[src/rtl/mem_port_arbiter_pkg.sv]
// Shared encodings for the memory-port arbiter: read-tag owner codes and
// tag layout, kept beside the control-unit memory access constants.
package mem_port_arbiter_pkg;

    localparam logic [3:0] MEMRW_LOAD  = 4'b0000;
    localparam logic [3:0] MEMRW_WORD  = 4'b1111;

    localparam logic OWN_IF = 1'b0;
    localparam logic OWN_D  = 1'b1;

    typedef struct packed {
        logic valid;
        logic owner;
    } rd_tag_t;

    localparam int TAG_W = $bits(rd_tag_t);

endpackage

[src/rtl/mem_port_arbiter_rd_tag_pipe.sv]
// MEM_LAT-deep {valid, owner} shift register that follows reads through the
// memory; a per-owner kill mask invalidates matching tags as they advance.
module rd_tag_pipe
    import mem_port_arbiter_pkg::*;
#(
    parameter int DEPTH = 1
) (
    input  logic       clk,
    input  logic       rst_n,
    input  logic       push_valid,
    input  logic       push_owner,
    input  logic [1:0] kill_mask,
    output rd_tag_t    tag_out
);

    logic [DEPTH-1:0] valid_reg;
    logic [DEPTH-1:0] valid_next;
    logic [DEPTH-1:0] owner_reg;
    logic [DEPTH-1:0] owner_next;

    generate
        for (genvar gi = 0; gi < DEPTH; gi++) begin : g_stage
            if (gi == 0) begin : g_head
                // A read granted in a killing cycle never enters live.
                assign valid_next[gi] = push_valid & ~kill_mask[push_owner];
                assign owner_next[gi] = push_owner;
            end else begin : g_body
                assign valid_next[gi] = valid_reg[gi-1] & ~kill_mask[owner_reg[gi-1]];
                assign owner_next[gi] = owner_reg[gi-1];
            end
        end
    endgenerate

    always_ff @(posedge clk or negedge rst_n) begin
        if (!rst_n) begin
            valid_reg <= '0;
            owner_reg <= '0;
        end else begin
            valid_reg <= valid_next;
            owner_reg <= owner_next;
        end
    end

    assign tag_out.valid = valid_reg[DEPTH-1];
    assign tag_out.owner = owner_reg[DEPTH-1];

endmodule

[src/rtl/mem_port_arbiter.sv]
// Shares one single-port synchronous-read memory between fetch and the
// load/store path: same-cycle grant, data priority with an anti-starvation bound.
module mem_port_arbiter
    import mem_port_arbiter_pkg::*;
#(
    parameter int ADDR_W     = 14,
    parameter int MEM_LAT    = 1,
    parameter int STARVE_MAX = 4
) (
    input  logic              clk,
    input  logic              rst_n,
    input  logic              if_req,
    input  logic [31:0]       if_addr,
    input  logic              if_flush,
    output logic              if_gnt,
    output logic              if_rvalid,
    output logic [31:0]       if_rdata,
    input  logic              d_req,
    input  logic [3:0]        d_we,
    input  logic [31:0]       d_addr,
    input  logic [31:0]       d_wdata,
    output logic              d_gnt,
    output logic              d_rvalid,
    output logic [31:0]       d_rdata,
    output logic              mem_en,
    output logic [3:0]        mem_we,
    output logic [ADDR_W-1:0] mem_addr,
    output logic [31:0]       mem_din,
    input  logic [31:0]       mem_dout,
    output logic              stall_if,
    output logic              stall_ex
);

    localparam int STARVE_W = $clog2(STARVE_MAX + 1);
    localparam logic [STARVE_W-1:0] STARVE_LIM = STARVE_W'(STARVE_MAX);

    logic [STARVE_W-1:0] starve_cnt_reg;
    logic [STARVE_W-1:0] starve_cnt_next;
    logic                fetch_force;
    logic                rd_push;
    logic                rd_owner;
    logic [1:0]          kill_mask;
    rd_tag_t             ret_tag;
    logic                unused_addr_bits;

    // Once fetch has sat through STARVE_MAX data grants it wins one cycle.
    assign fetch_force = (starve_cnt_reg == STARVE_LIM);
    assign d_gnt       = d_req & ~(if_req & fetch_force);
    assign if_gnt      = if_req & ~d_gnt;
    assign stall_if    = if_req & ~if_gnt;
    assign stall_ex    = d_req & ~d_gnt;

    always_comb begin
        starve_cnt_next = starve_cnt_reg;
        if (if_gnt || !if_req) begin
            starve_cnt_next = '0;
        end else if (d_gnt && (starve_cnt_reg != STARVE_LIM)) begin
            starve_cnt_next = starve_cnt_reg + STARVE_W'(1);
        end
    end

    always_ff @(posedge clk or negedge rst_n) begin
        if (!rst_n) begin
            starve_cnt_reg <= '0;
        end else begin
            starve_cnt_reg <= starve_cnt_next;
        end
    end

    always_comb begin
        mem_en   = if_gnt | d_gnt;
        mem_we   = MEMRW_LOAD;
        mem_addr = '0;
        mem_din  = '0;
        if (d_gnt) begin
            mem_we   = d_we;
            mem_addr = d_addr[ADDR_W+1:2];
            mem_din  = d_wdata;
        end else if (if_gnt) begin
            mem_addr = if_addr[ADDR_W+1:2];
            mem_din  = d_wdata;
        end
    end

    // Stores push an invalid tag so the pipe keeps one slot per access cycle.
    assign rd_push   = if_gnt | (d_gnt & (d_we == MEMRW_LOAD));
    assign rd_owner  = d_gnt ? OWN_D : OWN_IF;
    assign kill_mask = {1'b0, if_flush};

    rd_tag_pipe #(
        .DEPTH (MEM_LAT)
    ) u_rd_tag_pipe (
        .clk        (clk),
        .rst_n      (rst_n),
        .push_valid (rd_push),
        .push_owner (rd_owner),
        .kill_mask  (kill_mask),
        .tag_out    (ret_tag)
    );

    assign if_rvalid = ret_tag.valid & (ret_tag.owner == OWN_IF);
    assign d_rvalid  = ret_tag.valid & (ret_tag.owner == OWN_D);
    assign if_rdata  = mem_dout;
    assign d_rdata   = mem_dout;

    assign unused_addr_bits = ^{if_addr[31:ADDR_W+2], if_addr[1:0],
                                d_addr[31:ADDR_W+2], d_addr[1:0]};

endmodule

[config.mk]
export PLATFORM = sky130hd
export DESIGN_NAME = mem_port_arbiter
export DESIGN_NICKNAME = d
export VERILOG_FILES = /design/src/rtl/mem_port_arbiter_pkg.sv /design/src/rtl/mem_port_arbiter_rd_tag_pipe.sv /design/src/rtl/mem_port_arbiter.sv
export SDC_FILE = /design/constraint.sdc
export NUM_CORES = 1
export LEC_CHECK = 0
export BUFFER_PORTS_ARGS = -buffer_cell sky130_fd_sc_hd__buf_2
export CAP_MARGIN = 25
export CORE_AREA = 2 2 101 103
export DETAILED_ROUTE_END_ITERATION = 12
export DIE_AREA = 0 0 103 105
export HOLD_SLACK_MARGIN = 0.12
export PLACE_DENSITY = 0.56
export SLEW_MARGIN = 0
export SYNTH_ARGS = -nofsm -noshare
export SYNTH_HDL_FRONTEND = slang
export SYNTH_SLANG_ARGS = --single-unit
[constraint.sdc]
create_clock -name clk -period 1.6 [get_ports clk]
set_clock_uncertainty 0.2 [all_clocks]
set_input_delay 0.32 -clock clk [delete_from_list [all_inputs] [get_ports clk]]
set_output_delay 0.32 -clock clk [all_outputs]
set_load 0.005 [all_outputs]
==> impl_results.md <==
* Final hold violation count at 0
* Met2 Use GR at 11.3%
* Initial Utilization at 13.3%
* Clk buf depth at 2
* Max cap viols at 0
* GRT overflow at 0
* CTS Buf Count at 3
* Final Cycle Share at 121%
* R2R depth at 6
* CTS tree: yes
* Synth area leader: buf_4
* Die height at 105 um
* Tightest Pin Transition at 0.439 ns
* Num Clock Sinks at 5
* Number of remaining DRC errors at 0
* Vias in the first global route at 1250
* Clock share of power at just under 30%
* RSZ-0062 raised after global routing: true
* Clk Latency, worst-skew pair at 0.22 ns
* GR peak layer: met2
* Register area share after synthesis at 9.78%
* Total Routing Usage GR at 6.89%
* Crit path time final at 1.93 ns
* Synth Net Count at 320
* Switching portion of total power at 30.1%
* PortBufs at ~130
* WL final at about 4400 um
* CP Cell Sequence: inv_2 -> ha_4 -> nand3_4 -> clkbuf_16 -> nand3_1 -> o21ai_2 -> buf_2
* Leak at 0.00107 uW
* First-pass GRT wire length at 6120 um
* # IOs at about 260
* CTS clk-pin slew, worst paths at about 0.03 ns
* Sequential share of power at roughly 17%
* DIE AREA at 10800 um^2
* TNS Setup at -6.53 ns
* Worst setup SP type: flop
* Ys Warns at 0
* Crit. Startpoint: starve_cnt_reg[1]
* Dominant cells by area after synthesis: buf_4, nor2b_1, dfrtp_1
* Pins Over Slew Limit at 0
* Netlist cell types at 21
* Drt wl/cell at ~11 um
* Max_slew headroom at 70.4%
* Routing usage on met1 at 9.12%
* Cell Area, Synth at 1280 um^2
* Via density at 3.44
* Core area at roughly 9600 um^2
* Slowest CP cell: dfrtp_1
* Standard-cell rows at 36
* Setup Viol. Count Final at 22
* Setup CP Type: flop to output pin
* Met3 Usage GRT at 0.870%
* Post-synthesis area per instance at slightly above 7 um^2
* Worst hold start: if_flush
* Critical path required time at 1.08 ns
* Worst Hold Depth at 3
* Tot Pwr at roughly 780 uW
* CP bufs+invs at 3
* Gate Count Post-Synth at 181
* Top-area cell type share of the netlist area at between 30% and 40%
* Fmax at a little over 0.5 GHz
* Top delay family on crit path: buffers and inverters
* Failing checks: negative setup slack
* CTS root buf: clkbuf_8
* Setup ws final at -0.330 ns
* Pin count of the biggest net entering global routing at 22
* CP max FO at 10
* GP Congestion at 0.675
* Int Power at approximately 550 uW
* PD cells at slightly below 400 nW/um^2
* Die width at 103 um
* DRT iter0 DRCs at 37
* # diodes at 0
* Worst Setup End Kind: output pin
* DR pass1 iterations at 4
* Peak VDD IR at 0.282 mV
* Logic gate share of total power at 53.1%
* Crit-path max cell delay at around 0.38 ns
* Data arrival time of the worst path at 1.41 ns
* Synthesis-stage register bit count at 5
* Filler Cell Count at 1112
* HPWL after DPL at 3060 um
* Max H-tree Level at 1
* Worst path depth at 7
* Routed vias at 1348
* Layout area overhead at 56.5%
* Max FFs per register at 3
* Status: finished, violations left
* Share of cells above drive strength 1 at between 70% and 80%
* FF-to-FF Start: starve_cnt_reg[1]
* Antenna-violating nets left at 0
* Psw at 235 uW
* Hold Crit Class: primary input to flop
* # nets final at 399
* Initial antenna violation count at 0
worst paths after layout:
kind                                      endpoint  slack, ns
max                                   mem_addr[10]      -0.33
min                        u_rd_tag_pipe.valid_reg       0.17
max reg2reg                u_rd_tag_pipe.valid_reg       0.10
min reg2reg                      starve_cnt_reg[0]       0.34
max in group asynchronous  u_rd_tag_pipe.valid_reg       0.81
min in group asynchronous        starve_cnt_reg[2]       0.26
power by group through the flow:
stage               clock network (uW)  logic [uW]  registers (uW)
floorplan                            0         275             136
global placement                     0         335             136
detailed placement                   0         341             136
CTS                                236         388             134
global route                       243         459             136
finish                             231         415             135
cells by family after synthesis:
| kind of cell | count (synthesis) | synth area share [%] |
|---|---|---|
| AOI/OAI and AO/OA | 15 | 8.51 |
| xor gates and xnor gates | 1 | 0.685 |
| buffers and inverters | 80 | 44.0 |
| and+or+nand+nor | 78 | 35.0 |
| adders and majority gates | 2 | 1.96 |
| DFF | 5 | 9.78 |
cell type report:
cell class / instances / area (um^2) / share of cell area (%)
inverters: 5 / 18.8 / 0.938
well taps: 133 / 166 / 8.32
flip-flops and latches: 5 / 125 / 6.25
clock buffers: 4 / 45.0 / 2.25
repair buffers: 147 / 928 / 46.4
multi-input cells: 98 / 717 / 35.8
routing by layer:
layer / routed length, um / share of wire, %
met4: 116 / 2.7
met5: 0 / 0
met1: 1720 / 39
met2: 2240 / 51
met3: 284 / 6.5
worst min-delay path, stage by stage:
cell and delay, ns:
buf_2 0.08, nand2b_1 0.08, o21ai_0 0.06
stage by stage:
stage / setup slack [ns] / hold WS [ns] / util (%) / instance area, um^2 / cells
after global routing: -0.397 / 0.207 / 20.8 / 2000 / 392
after global placement: -0.120 / -0.0636 / 16.9 / 1630 / 376
after CTS: -0.341 / 0.174 / 19.1 / 1840 / 391
after floorplan: -0.0915 / -0.176 / - / 1280 / 181
after detailed placement: -0.142 / -0.0616 / 16.9 / 1630 / 376
final: -0.330 / 0.174 / 20.8 / 2000 / 392
cells in the final DEF (no fill, tap or decap), types with 2 or more instances in the layout:
cell | Yosys | layout
and2_1 | 2 | 2
and2_4 | 1 | 3
and2b_1 | 3 | 3
and3_4 | 0 | 4
buf_12 | 0 | 4
buf_2 | 0 | 118
buf_4 | 64 | 14
buf_6 | 3 | 8
clkbuf_8 | 0 | 3
dfrtp_1 | 5 | 5
inv_1 | 5 | 2
inv_2 | 0 | 3
nand2_1 | 14 | 14
nand3_1 | 16 | 6
nand3_2 | 0 | 10
nor2_1 | 3 | 2
nor2_4 | 1 | 2
nor2b_1 | 31 | 28
nor2b_2 | 0 | 3
o21ai_1 | 0 | 2
o21ai_2 | 9 | 12
synthesized netlist by cell type (all sizes together):
| cell | number |
|---|---|
| nand3 | 17 |
| nor2b | 31 |
| nand2 | 14 |
| xnor2 | 1 |
| nor4 | 1 |
| and2 | 3 |
| and3 | 4 |
| and2b | 3 |
| inv | 5 |
| ha | 2 |
| buf | 67 |
| clkbuf | 8 |
| nand2b | 1 |
| nor2 | 4 |
| o21ai | 15 |
| dfrtp | 5 |
repair_timing:
| action | in CTS | in global routing |
|---|---|---|
| hold buffers | 1 | 0 |
| endpoints found under the setup margin | 36 | 30 |
| gates cloned | 3 | 1 |
| buffers inserted | 7 | 1 |
| pin swaps | 4 | 6 |
| hold endpoints to repair | 5 | 0 |
| gates resized for setup | 23 | 33 |
Power figures use the tool's default switching activity.
